[src/rtl/mem_lsu_pkg.sv]
// Shared definitions for the memory-access stage: funct3 access codes,
// writeback-select codes and the LSU state encoding.
package cpu_defs;

  localparam logic [2:0] F3_B  = 3'b000;
  localparam logic [2:0] F3_H  = 3'b001;
  localparam logic [2:0] F3_W  = 3'b010;
  localparam logic [2:0] F3_BU = 3'b100;
  localparam logic [2:0] F3_HU = 3'b101;

  localparam logic [1:0] WSEL_LOAD = 2'd3;

  typedef enum logic [1:0] {
    ST_IDLE = 2'd0,
    ST_REQ  = 2'd1,
    ST_RESP = 2'd2,
    ST_DONE = 2'd3
  } lsu_state_t;

  typedef enum logic [1:0] {
    SZ_BYTE = 2'd0,
    SZ_HALF = 2'd1,
    SZ_WORD = 2'd2
  } acc_size_t;

  // Access width from funct3; the unused encodings 011/110/111 behave as words.
  function automatic acc_size_t f3_size(input logic [2:0] f3);
    case (f3[1:0])
      2'b00:   return SZ_BYTE;
      2'b01:   return SZ_HALF;
      default: return SZ_WORD;
    endcase
  endfunction

endpackage

[src/rtl/mem_lsu_if.sv]
// Data-memory port: request/ready for the address phase, rvalid for read data.
interface mem_lsu_if;
  logic        dm_req_o;
  logic        dm_we_o;
  logic [31:0] dm_addr_o;
  logic [3:0]  dm_wstrb_o;
  logic [31:0] dm_wdata_o;
  logic        dm_ready_i;
  logic [31:0] dm_rdata_i;
  logic        dm_rvalid_i;

  modport master (
    output dm_req_o, dm_we_o, dm_addr_o, dm_wstrb_o, dm_wdata_o,
    input  dm_ready_i, dm_rdata_i, dm_rvalid_i
  );

  modport slave (
    input  dm_req_o, dm_we_o, dm_addr_o, dm_wstrb_o, dm_wdata_o,
    output dm_ready_i, dm_rdata_i, dm_rvalid_i
  );
endinterface

[src/rtl/mem_lsu_align.sv]
// Purely combinational lane logic: store strobes and lane replication,
// load byte/half extraction with sign/zero extension, and alignment check.
module lsu_align
  import cpu_defs::*;
(
  input  logic [2:0]  funct3_i,
  input  logic [1:0]  addr_lo_i,
  input  logic        is_store_i,
  input  logic [31:0] sdata_i,
  input  logic [31:0] rdata_i,
  output logic [3:0]  wstrb_o,
  output logic [31:0] wdata_o,
  output logic [31:0] ldata_o,
  output logic        misalign_o
);

  acc_size_t   w_size;
  logic        w_unsigned;
  logic [7:0]  w_lane [4];
  logic [7:0]  w_byte;
  logic [15:0] w_half;

  assign w_size     = f3_size(funct3_i);
  assign w_unsigned = funct3_i[2];

  // Byte lanes of the read word, and store data replicated so that the
  // selected strobes always see the right bytes regardless of offset.
  genvar gi;
  generate
    for (gi = 0; gi < 4; gi++) begin : g_lane
      assign w_lane[gi] = rdata_i[8*gi +: 8];
      assign wdata_o[8*gi +: 8] = (w_size == SZ_BYTE) ? sdata_i[7:0] :
                                  (w_size == SZ_HALF) ? sdata_i[8*(gi%2) +: 8] :
                                                        sdata_i[8*gi +: 8];
    end
  endgenerate

  assign w_byte = w_lane[addr_lo_i];
  assign w_half = addr_lo_i[1] ? rdata_i[31:16] : rdata_i[15:0];

  assign misalign_o = ((w_size == SZ_HALF) & addr_lo_i[0]) |
                      ((w_size == SZ_WORD) & (addr_lo_i != 2'b00));

  // Byte strobes for stores; loads never write.
  always_comb begin
    wstrb_o = 4'b0000;
    if (is_store_i) begin
      case (w_size)
        SZ_BYTE: wstrb_o = 4'b0001 << addr_lo_i;
        SZ_HALF: wstrb_o = 4'b0011 << addr_lo_i;
        default: wstrb_o = 4'b1111;
      endcase
    end
  end

  // Load data extension for the writeback mux.
  always_comb begin
    ldata_o = rdata_i;
    case (w_size)
      SZ_BYTE: ldata_o = {{24{~w_unsigned & w_byte[7]}}, w_byte};
      SZ_HALF: ldata_o = {{16{~w_unsigned & w_half[15]}}, w_half};
      default: ldata_o = rdata_i;
    endcase
  end

endmodule

[src/rtl/mem_lsu.sv]
// Memory-access stage load/store unit: runs one bus transaction per memory
// instruction, stalls upstream while it is outstanding and feeds MEM/WB.
module mem_lsu
  import cpu_defs::*;
#(
  parameter int TIMEOUT = 255
) (
  input  logic        clk,
  input  logic        rst,
  input  logic [31:0] pc_i,
  input  logic        have_inst_i,
  input  logic [1:0]  rf_wsel_i,
  input  logic        rf_we_i,
  input  logic [4:0]  wR_i,
  input  logic [31:0] wD_i,
  input  logic        mem_re_i,
  input  logic        mem_we_i,
  input  logic [2:0]  funct3_i,
  input  logic [31:0] sdata_i,
  mem_lsu_if.master   dm,
  output logic        stall_o,
  output logic [31:0] pc_o,
  output logic        have_inst_o,
  output logic [1:0]  rf_wsel_o,
  output logic        rf_we_o,
  output logic [4:0]  wR_o,
  output logic [31:0] wD_o,
  output logic [31:0] rdo_o,
  output logic        misalign_o,
  output logic        bus_err_o
);

  localparam int           CW       = $clog2(TIMEOUT + 1);
  localparam logic [CW-1:0] TMO_LAST = CW'(TIMEOUT - 1);

  lsu_state_t    r_state;
  logic [CW-1:0] r_cnt;
  logic [31:0]   r_rdo;
  logic          r_bus_err;

  logic        w_acc;
  logic        w_misalign;
  logic        w_tmo;
  logic [3:0]  w_wstrb;
  logic [31:0] w_wdata;
  logic [31:0] w_ldata;

  assign w_acc = have_inst_i & (mem_re_i | mem_we_i);
  // Counter reaches its last allowed busy cycle; ">=" keeps it safe if the
  // count stepped past the mark on the same cycle the request was accepted.
  assign w_tmo = (r_cnt >= TMO_LAST);

  lsu_align u_align (
    .funct3_i   (funct3_i),
    .addr_lo_i  (wD_i[1:0]),
    .is_store_i (mem_we_i),
    .sdata_i    (sdata_i),
    .rdata_i    (dm.dm_rdata_i),
    .wstrb_o    (w_wstrb),
    .wdata_o    (w_wdata),
    .ldata_o    (w_ldata),
    .misalign_o (w_misalign)
  );

  // Bus side: address/strobes/data follow the held EX/MEM inputs.
  assign dm.dm_req_o   = (r_state == ST_REQ);
  assign dm.dm_we_o    = (r_state == ST_REQ) & mem_we_i;
  assign dm.dm_addr_o  = {wD_i[31:2], 2'b00};
  assign dm.dm_wstrb_o = w_wstrb;
  assign dm.dm_wdata_o = w_wdata;

  // Pipeline side: bubbles downstream while stalled; misaligned accesses and
  // timed-out accesses pass through without a register write.
  assign stall_o     = w_acc & ~w_misalign & (r_state != ST_DONE);
  assign have_inst_o = have_inst_i & ~stall_o;
  assign rf_we_o     = rf_we_i & ~stall_o & ~(w_acc & w_misalign) & ~r_bus_err;
  assign misalign_o  = ~rst & (r_state == ST_IDLE) & w_acc & w_misalign;
  assign bus_err_o   = r_bus_err;
  assign rdo_o       = r_rdo;
  assign pc_o        = pc_i;
  assign rf_wsel_o   = rf_wsel_i;
  assign wR_o        = wR_i;
  assign wD_o        = wD_i;

  // Access sequencer with timeout counter, load-data capture and error pulse.
  always_ff @(posedge clk) begin
    if (rst) begin
      r_state   <= ST_IDLE;
      r_cnt     <= '0;
      r_rdo     <= '0;
      r_bus_err <= 1'b0;
    end else begin
      r_bus_err <= 1'b0;
      case (r_state)
        ST_IDLE: begin
          if (w_acc & ~w_misalign) begin
            r_state <= ST_REQ;
            r_cnt   <= '0;
          end
        end
        ST_REQ: begin
          if (dm.dm_ready_i) begin
            r_state <= mem_we_i ? ST_DONE : ST_RESP;
            r_cnt   <= r_cnt + 1'b1;
          end else if (w_tmo) begin
            r_state   <= ST_DONE;
            r_bus_err <= 1'b1;
          end else begin
            r_cnt <= r_cnt + 1'b1;
          end
        end
        ST_RESP: begin
          if (dm.dm_rvalid_i) begin
            r_rdo   <= w_ldata;
            r_state <= ST_DONE;
          end else if (w_tmo) begin
            r_state   <= ST_DONE;
            r_bus_err <= 1'b1;
          end else begin
            r_cnt <= r_cnt + 1'b1;
          end
        end
        ST_DONE: r_state <= ST_IDLE;
        default: r_state <= ST_IDLE;
      endcase
    end
  end

endmodule

[src/flat_wrapper.sv]
// flat-port wrapper written by rule: the top's interface ports become plain ports
module mem_lsu_flat import cpu_defs::*;
#(
  parameter int TIMEOUT = 255
)
  (clk, rst, pc_i, have_inst_i, rf_wsel_i, rf_we_i, wR_i, wD_i, mem_re_i, mem_we_i, funct3_i, sdata_i, stall_o, pc_o, have_inst_o, rf_wsel_o, rf_we_o, wR_o, wD_o, rdo_o, misalign_o, bus_err_o, dm_dm_req_o, dm_dm_we_o, dm_dm_addr_o, dm_dm_wstrb_o, dm_dm_wdata_o, dm_dm_ready_i, dm_dm_rdata_i, dm_dm_rvalid_i);
  mem_lsu_if dm_i ();
  input  logic clk;
  input  logic rst;
  input  logic [31:0] pc_i;
  input  logic have_inst_i;
  input  logic [1:0] rf_wsel_i;
  input  logic rf_we_i;
  input  logic [4:0] wR_i;
  input  logic [31:0] wD_i;
  input  logic mem_re_i;
  input  logic mem_we_i;
  input  logic [2:0] funct3_i;
  input  logic [31:0] sdata_i;
  output logic stall_o;
  output logic [31:0] pc_o;
  output logic have_inst_o;
  output logic [1:0] rf_wsel_o;
  output logic rf_we_o;
  output logic [4:0] wR_o;
  output logic [31:0] wD_o;
  output logic [31:0] rdo_o;
  output logic misalign_o;
  output logic bus_err_o;
  output wire logic [$bits(dm_i.dm_req_o)-1:0] dm_dm_req_o;
  output wire logic [$bits(dm_i.dm_we_o)-1:0] dm_dm_we_o;
  output wire logic [$bits(dm_i.dm_addr_o)-1:0] dm_dm_addr_o;
  output wire logic [$bits(dm_i.dm_wstrb_o)-1:0] dm_dm_wstrb_o;
  output wire logic [$bits(dm_i.dm_wdata_o)-1:0] dm_dm_wdata_o;
  input wire logic [$bits(dm_i.dm_ready_i)-1:0] dm_dm_ready_i;
  input wire logic [$bits(dm_i.dm_rdata_i)-1:0] dm_dm_rdata_i;
  input wire logic [$bits(dm_i.dm_rvalid_i)-1:0] dm_dm_rvalid_i;
  assign dm_dm_req_o = dm_i.dm_req_o;
  assign dm_dm_we_o = dm_i.dm_we_o;
  assign dm_dm_addr_o = dm_i.dm_addr_o;
  assign dm_dm_wstrb_o = dm_i.dm_wstrb_o;
  assign dm_dm_wdata_o = dm_i.dm_wdata_o;
  assign dm_i.dm_ready_i = dm_dm_ready_i;
  assign dm_i.dm_rdata_i = dm_dm_rdata_i;
  assign dm_i.dm_rvalid_i = dm_dm_rvalid_i;
  mem_lsu #(.TIMEOUT(TIMEOUT)) u_core (.clk(clk), .rst(rst), .pc_i(pc_i), .have_inst_i(have_inst_i), .rf_wsel_i(rf_wsel_i), .rf_we_i(rf_we_i), .wR_i(wR_i), .wD_i(wD_i), .mem_re_i(mem_re_i), .mem_we_i(mem_we_i), .funct3_i(funct3_i), .sdata_i(sdata_i), .dm(dm_i), .stall_o(stall_o), .pc_o(pc_o), .have_inst_o(have_inst_o), .rf_wsel_o(rf_wsel_o), .rf_we_o(rf_we_o), .wR_o(wR_o), .wD_o(wD_o), .rdo_o(rdo_o), .misalign_o(misalign_o), .bus_err_o(bus_err_o));
endmodule
[config.mk]
export PLATFORM = sky130hd
export DESIGN_NAME = mem_lsu_flat
export DESIGN_NICKNAME = d
export VERILOG_FILES = /design/src/rtl/mem_lsu_pkg.sv /design/src/rtl/mem_lsu_if.sv /design/src/rtl/mem_lsu_align.sv /design/src/rtl/mem_lsu.sv /design/src/flat_wrapper.sv
export SDC_FILE = /design/constraint.sdc
export NUM_CORES = 1
export LEC_CHECK = 0
export ABC_CLOCK_PERIOD_IN_PS = 1700
export CAP_MARGIN = 10
export CORE_AREA = 2 2 126 128
export DETAILED_ROUTE_END_ITERATION = 8
export DIE_AREA = 0 0 128 130
export HOLD_SLACK_MARGIN = 0.03
export MAX_ROUTING_LAYER = met4
export PLACE_DENSITY = 0.67
export SYNTH_ARGS = -nofsm -noshare
export SYNTH_HDL_FRONTEND = slang
export SYNTH_SLANG_ARGS = --single-unit
[constraint.sdc]
create_clock -name clk -period 1.7 [get_ports clk]
set_input_delay 0.255 -clock clk [delete_from_list [all_inputs] [get_ports clk]]
set_output_delay 0.255 -clock clk [all_outputs]
set_load 0.05 [all_outputs]
==> results by group <==
Outcome
  – Status: finished, violations left
  – Failing checks: setup timing

Die
  – Initial core utilization: 0.2355
  – Die ar.: 16,640 µm²
  – Ports: 324
  – Chip Width: 128 µm
  – Cell Rows: 46
  – Die H: 130 µm
  – Core area: 15,420 µm²

Min path
  – Min-delay src: dm_dm_rdata_i[7]
  – Hold depth: 3
  – Hold Crit Endpoint: u_core.rdo_o[7]
  – Hold Path Class: in2reg

Layout
  – Design area: 5513 µm²
  – Most common cell after layout, fill and taps aside: buf_4
  – Most frequent cells in the layout: buf_4 (102), clkdlybuf4s50_1 (64), nand2_1 (42)
  – Filler cells: 1,597
  – Ant. Diodes: 0
  – Register area: 865.8 µm²
  – Area growth, synth to finish: 51.77%
  – Share of layout cells above drive strength 1: 0.4076
  – Multi-input gate area: 1992 µm²
  – Final nets: 704

Place
  – Port Buffers: 153
  – Cell area after placement: 5145 µm²
  – RD Place Congestion: 0.8564
  – Post-DP HPWL: 9815 µm

Clock tree
  – H-tree levels: 2
  – CTS tree: built
  – Skew-Pair Late Insertion Delay: 0.29 ns
  – CTS sink cnt: 43
  – Cts hold-fix bufs: 0
  – Root Buffer: clkbuf_16
  – Num CTS Buffers: 5
  – Clk buf depth: 2
  – Clock Pin Slew Worst Setup and Hold Paths: 0.06 ns

Worst setup path
  – CP endpoint kind: output pin
  – Critical path buffers and inverters: 3
  – Critical Path Max Stage Delay: 0.32 ns
  – Crit-path cells: buf_6 -> ha_4 -> nor4_4 -> buf_4 -> buf_12
  – Terminus of the critical flop-to-flop path: u_core.r_cnt[5]
  – Worst flop-to-flop path startpoint: u_core.r_state[1]
  – Crit path required time: 1.44 ns
  – Slowest cell on crit path: dfxtp_2
  – WS Path Type: reg2out
  – Worst path arrival time: 1.51 ns
  – CP Launch Type: register
  – R2R depth: 7
  – CP max FO: 3
  – R2R Setup Slk: 0.08 ns
  – CP top delay family: buffers and inverters

Drt
  – Final WL: 12,280 µm
  – Post-route ant nets: 0
  – Iter 0 DRT Violations: 211
  – DR vias: 3,525
  – Top routing layer used: met4
  – Detailed Routing Iterations Pass 1: 4
  – WL met1: 4682 µm
  – Wirelength per Cell: 16.51 µm
  – Routed vias/inst: 4.738
  – Met2 WL: 5984 µm
  – Met3 wire length: 889 µm
  – # DRC: 0

Synth
  – Asr flop ratio synth: 0
  – Largest family of logic cells by synthesized area: buffers and inverters
  – Synthesized area: 3632 µm²
  – YS warnings: 0
  – Adder-cell area share of the yosys netlist: 0.02411
  – Synthesized instance count: 460
  – Area share of and/or/nand/nor cells after synthesis: 0.1560
  – Synth Area in Compound Gates: 0.2118
  – Number of synthesized register bits: 43
  – Netlist cell types: 51
  – Post-Synth XOR/XNOR Area: 0
  – Post-synthesis sequential area ratio: 0.2370
  – Primary FF master, synth: dfxtp_1
  – Mux share of post-synthesis cell area: 0.09990
  – Post-synth EDFFs: 0
  – Syn_area_per_cell: 7.896 µm²

Job
  – Max Cap Viol: 0

STA
  – Clock Skew: 0.005441 ns
  – Final setup margin: -0.06748 ns
  – Hold WS: 0.3358 ns
  – Final Hold Fails: 0
  – RSZ-0062 raised after global routing: true
  – Setup TNS: -0.1407 ns
  – Slew Limit Fails: 0
  – Peak Freq: 565.8 MHz
  – Final min period: 1.767 ns
  – Final setup violation count: 3
  – Final Cycle Share: 1.040

Pwr
  – Psw: 1.140 mW
  – VDD IR max: 511.0 µV
  – Sw frac: 0.3274
  – Pleak: 2.235 nW
  – Seq pwr share: 0.293
  – Pint: 2.343 mW
  – PwrDens: 631.8 nW/µm²
  – Clock power share: 0.323
  – Gate power share: 0.384

GRT
  – Antenna violations before repair: 0
  – GR Util All Layers: 0.1453
  – Vias in the first global route: 3,485
  – First-pass GRT wire length: 18,370 µm
  – Total grt overflow: 0
  – Maximum number of pins on one net before global-route repair: 31
tightest hold or removal path: stages:
cell and delay [ns]:
dlymetal6s2s_1 0.16, nand3_1 0.08, a31oi_1 0.07
layer usage:
metal,track usage,vias to the layer above
met1,0.1539,1598
met2,0.2482,180
met5,-,-
met3,0.02624,62
met4,0.09890,0
li1,-,1685
synth_stat cells (2+ instances only):
cell      number  area share
nand3_1        4      0.0055
inv_1         14       0.014
dfxtp_1       43        0.24
clkbuf_1      12       0.012
mux2i_1       16       0.044
nand2b_1       4      0.0069
and3_1         3      0.0052
buf_1          3      0.0031
and2_1         3      0.0052
mux2_2        16       0.050
nand3b_1       2      0.0041
a211oi_1       8       0.017
o31ai_1        2      0.0041
o21a_1         5       0.010
o21ai_0       30       0.041
a211oi_2      10       0.034
a31oi_1        3      0.0052
nor3_1        14       0.019
nor2b_1        3      0.0052
buf_4        112        0.23
a21oi_1       17       0.023
a221oi_1       9       0.022
nor2_1        38       0.039
buf_2          4      0.0055
nand2_1       42       0.043
ha_1           7       0.024
nor3b_1        3      0.0062
o221ai_1       7       0.017
nor4_1         2      0.0034
o22ai_1        3      0.0052
kinds of logic (layout without fill, tap and decap cells):
group,after synthesis,count (layout)
simple gates,124,124
other cells,1,2
flops,43,43
mux,33,33
buf+inv,146,237
fa+ha+maj,7,7
compound gates,106,106
flip-flops by register name (all words and copies together), names as in the netlist:
signal / cells
u_core.bus_err_o: 1
u_core.r_cnt: 8
u_core.rdo_o: 32
u_core.r_state: 2
layout make-up:
type                    count  share of cell area
clock buffers               5             0.02270
flip-flops and latches     43              0.1571
repair buffers            215              0.3974
multi-input cells         272              0.3613
well taps                 192             0.04358
inverters                  14            0.009532
clock inverters             3            0.008398
timing repair:
| action | in CTS | in global routing |
|---|---|---|
| cloned | 0 | 0 |
| endpoints found under the setup margin | 65 | 22 |
| setup buffers | 5 | 1 |
| pin swaps | 8 | 9 |
| gates resized for setup | 35 | 27 |
through the flow:
stage	total power, mW	instances	utilization	worst slack (ns)
2_1_floorplan	2.302	461	-	-0.2213
6_report	3.483	744	0.3574	-0.06748
3_3_place_gp	2.330	730	0.3336	-0.4097
5_1_grt	3.603	744	0.3574	-0.1123
3_5_place_dp	2.329	730	0.3336	-0.4268
4_1_cts	3.485	743	0.3529	-0.1082
worst max-delay path by stage:
stage / from / end / slack [ns] / cells past startpoint
floorplan: u_core.r_state[0] / have_inst_o / -0.22 / 3
global placement: wD_i[1] / u_core.r_cnt[7] / -0.41 / 7
detailed placement: wD_i[1] / u_core.r_cnt[5] / -0.43 / 7
CTS: u_core.r_state[0] / stall_o / -0.11 / 5
global route: u_core.r_state[0] / stall_o / -0.11 / 5
finish: u_core.r_state[0] / stall_o / -0.07 / 5
power by group through the flow:
stage	Sequential (mW)	Combinational [mW]	Clock (mW)
2_1_floorplan	1.06	1.25	0
3_3_place_gp	1.04	1.29	0
3_5_place_dp	1.04	1.29	0
4_1_cts	1.02	1.32	1.14
5_1_grt	1.02	1.40	1.18
6_report	1.02	1.34	1.13
Note: power is estimated with default switching activity, not from simulation.
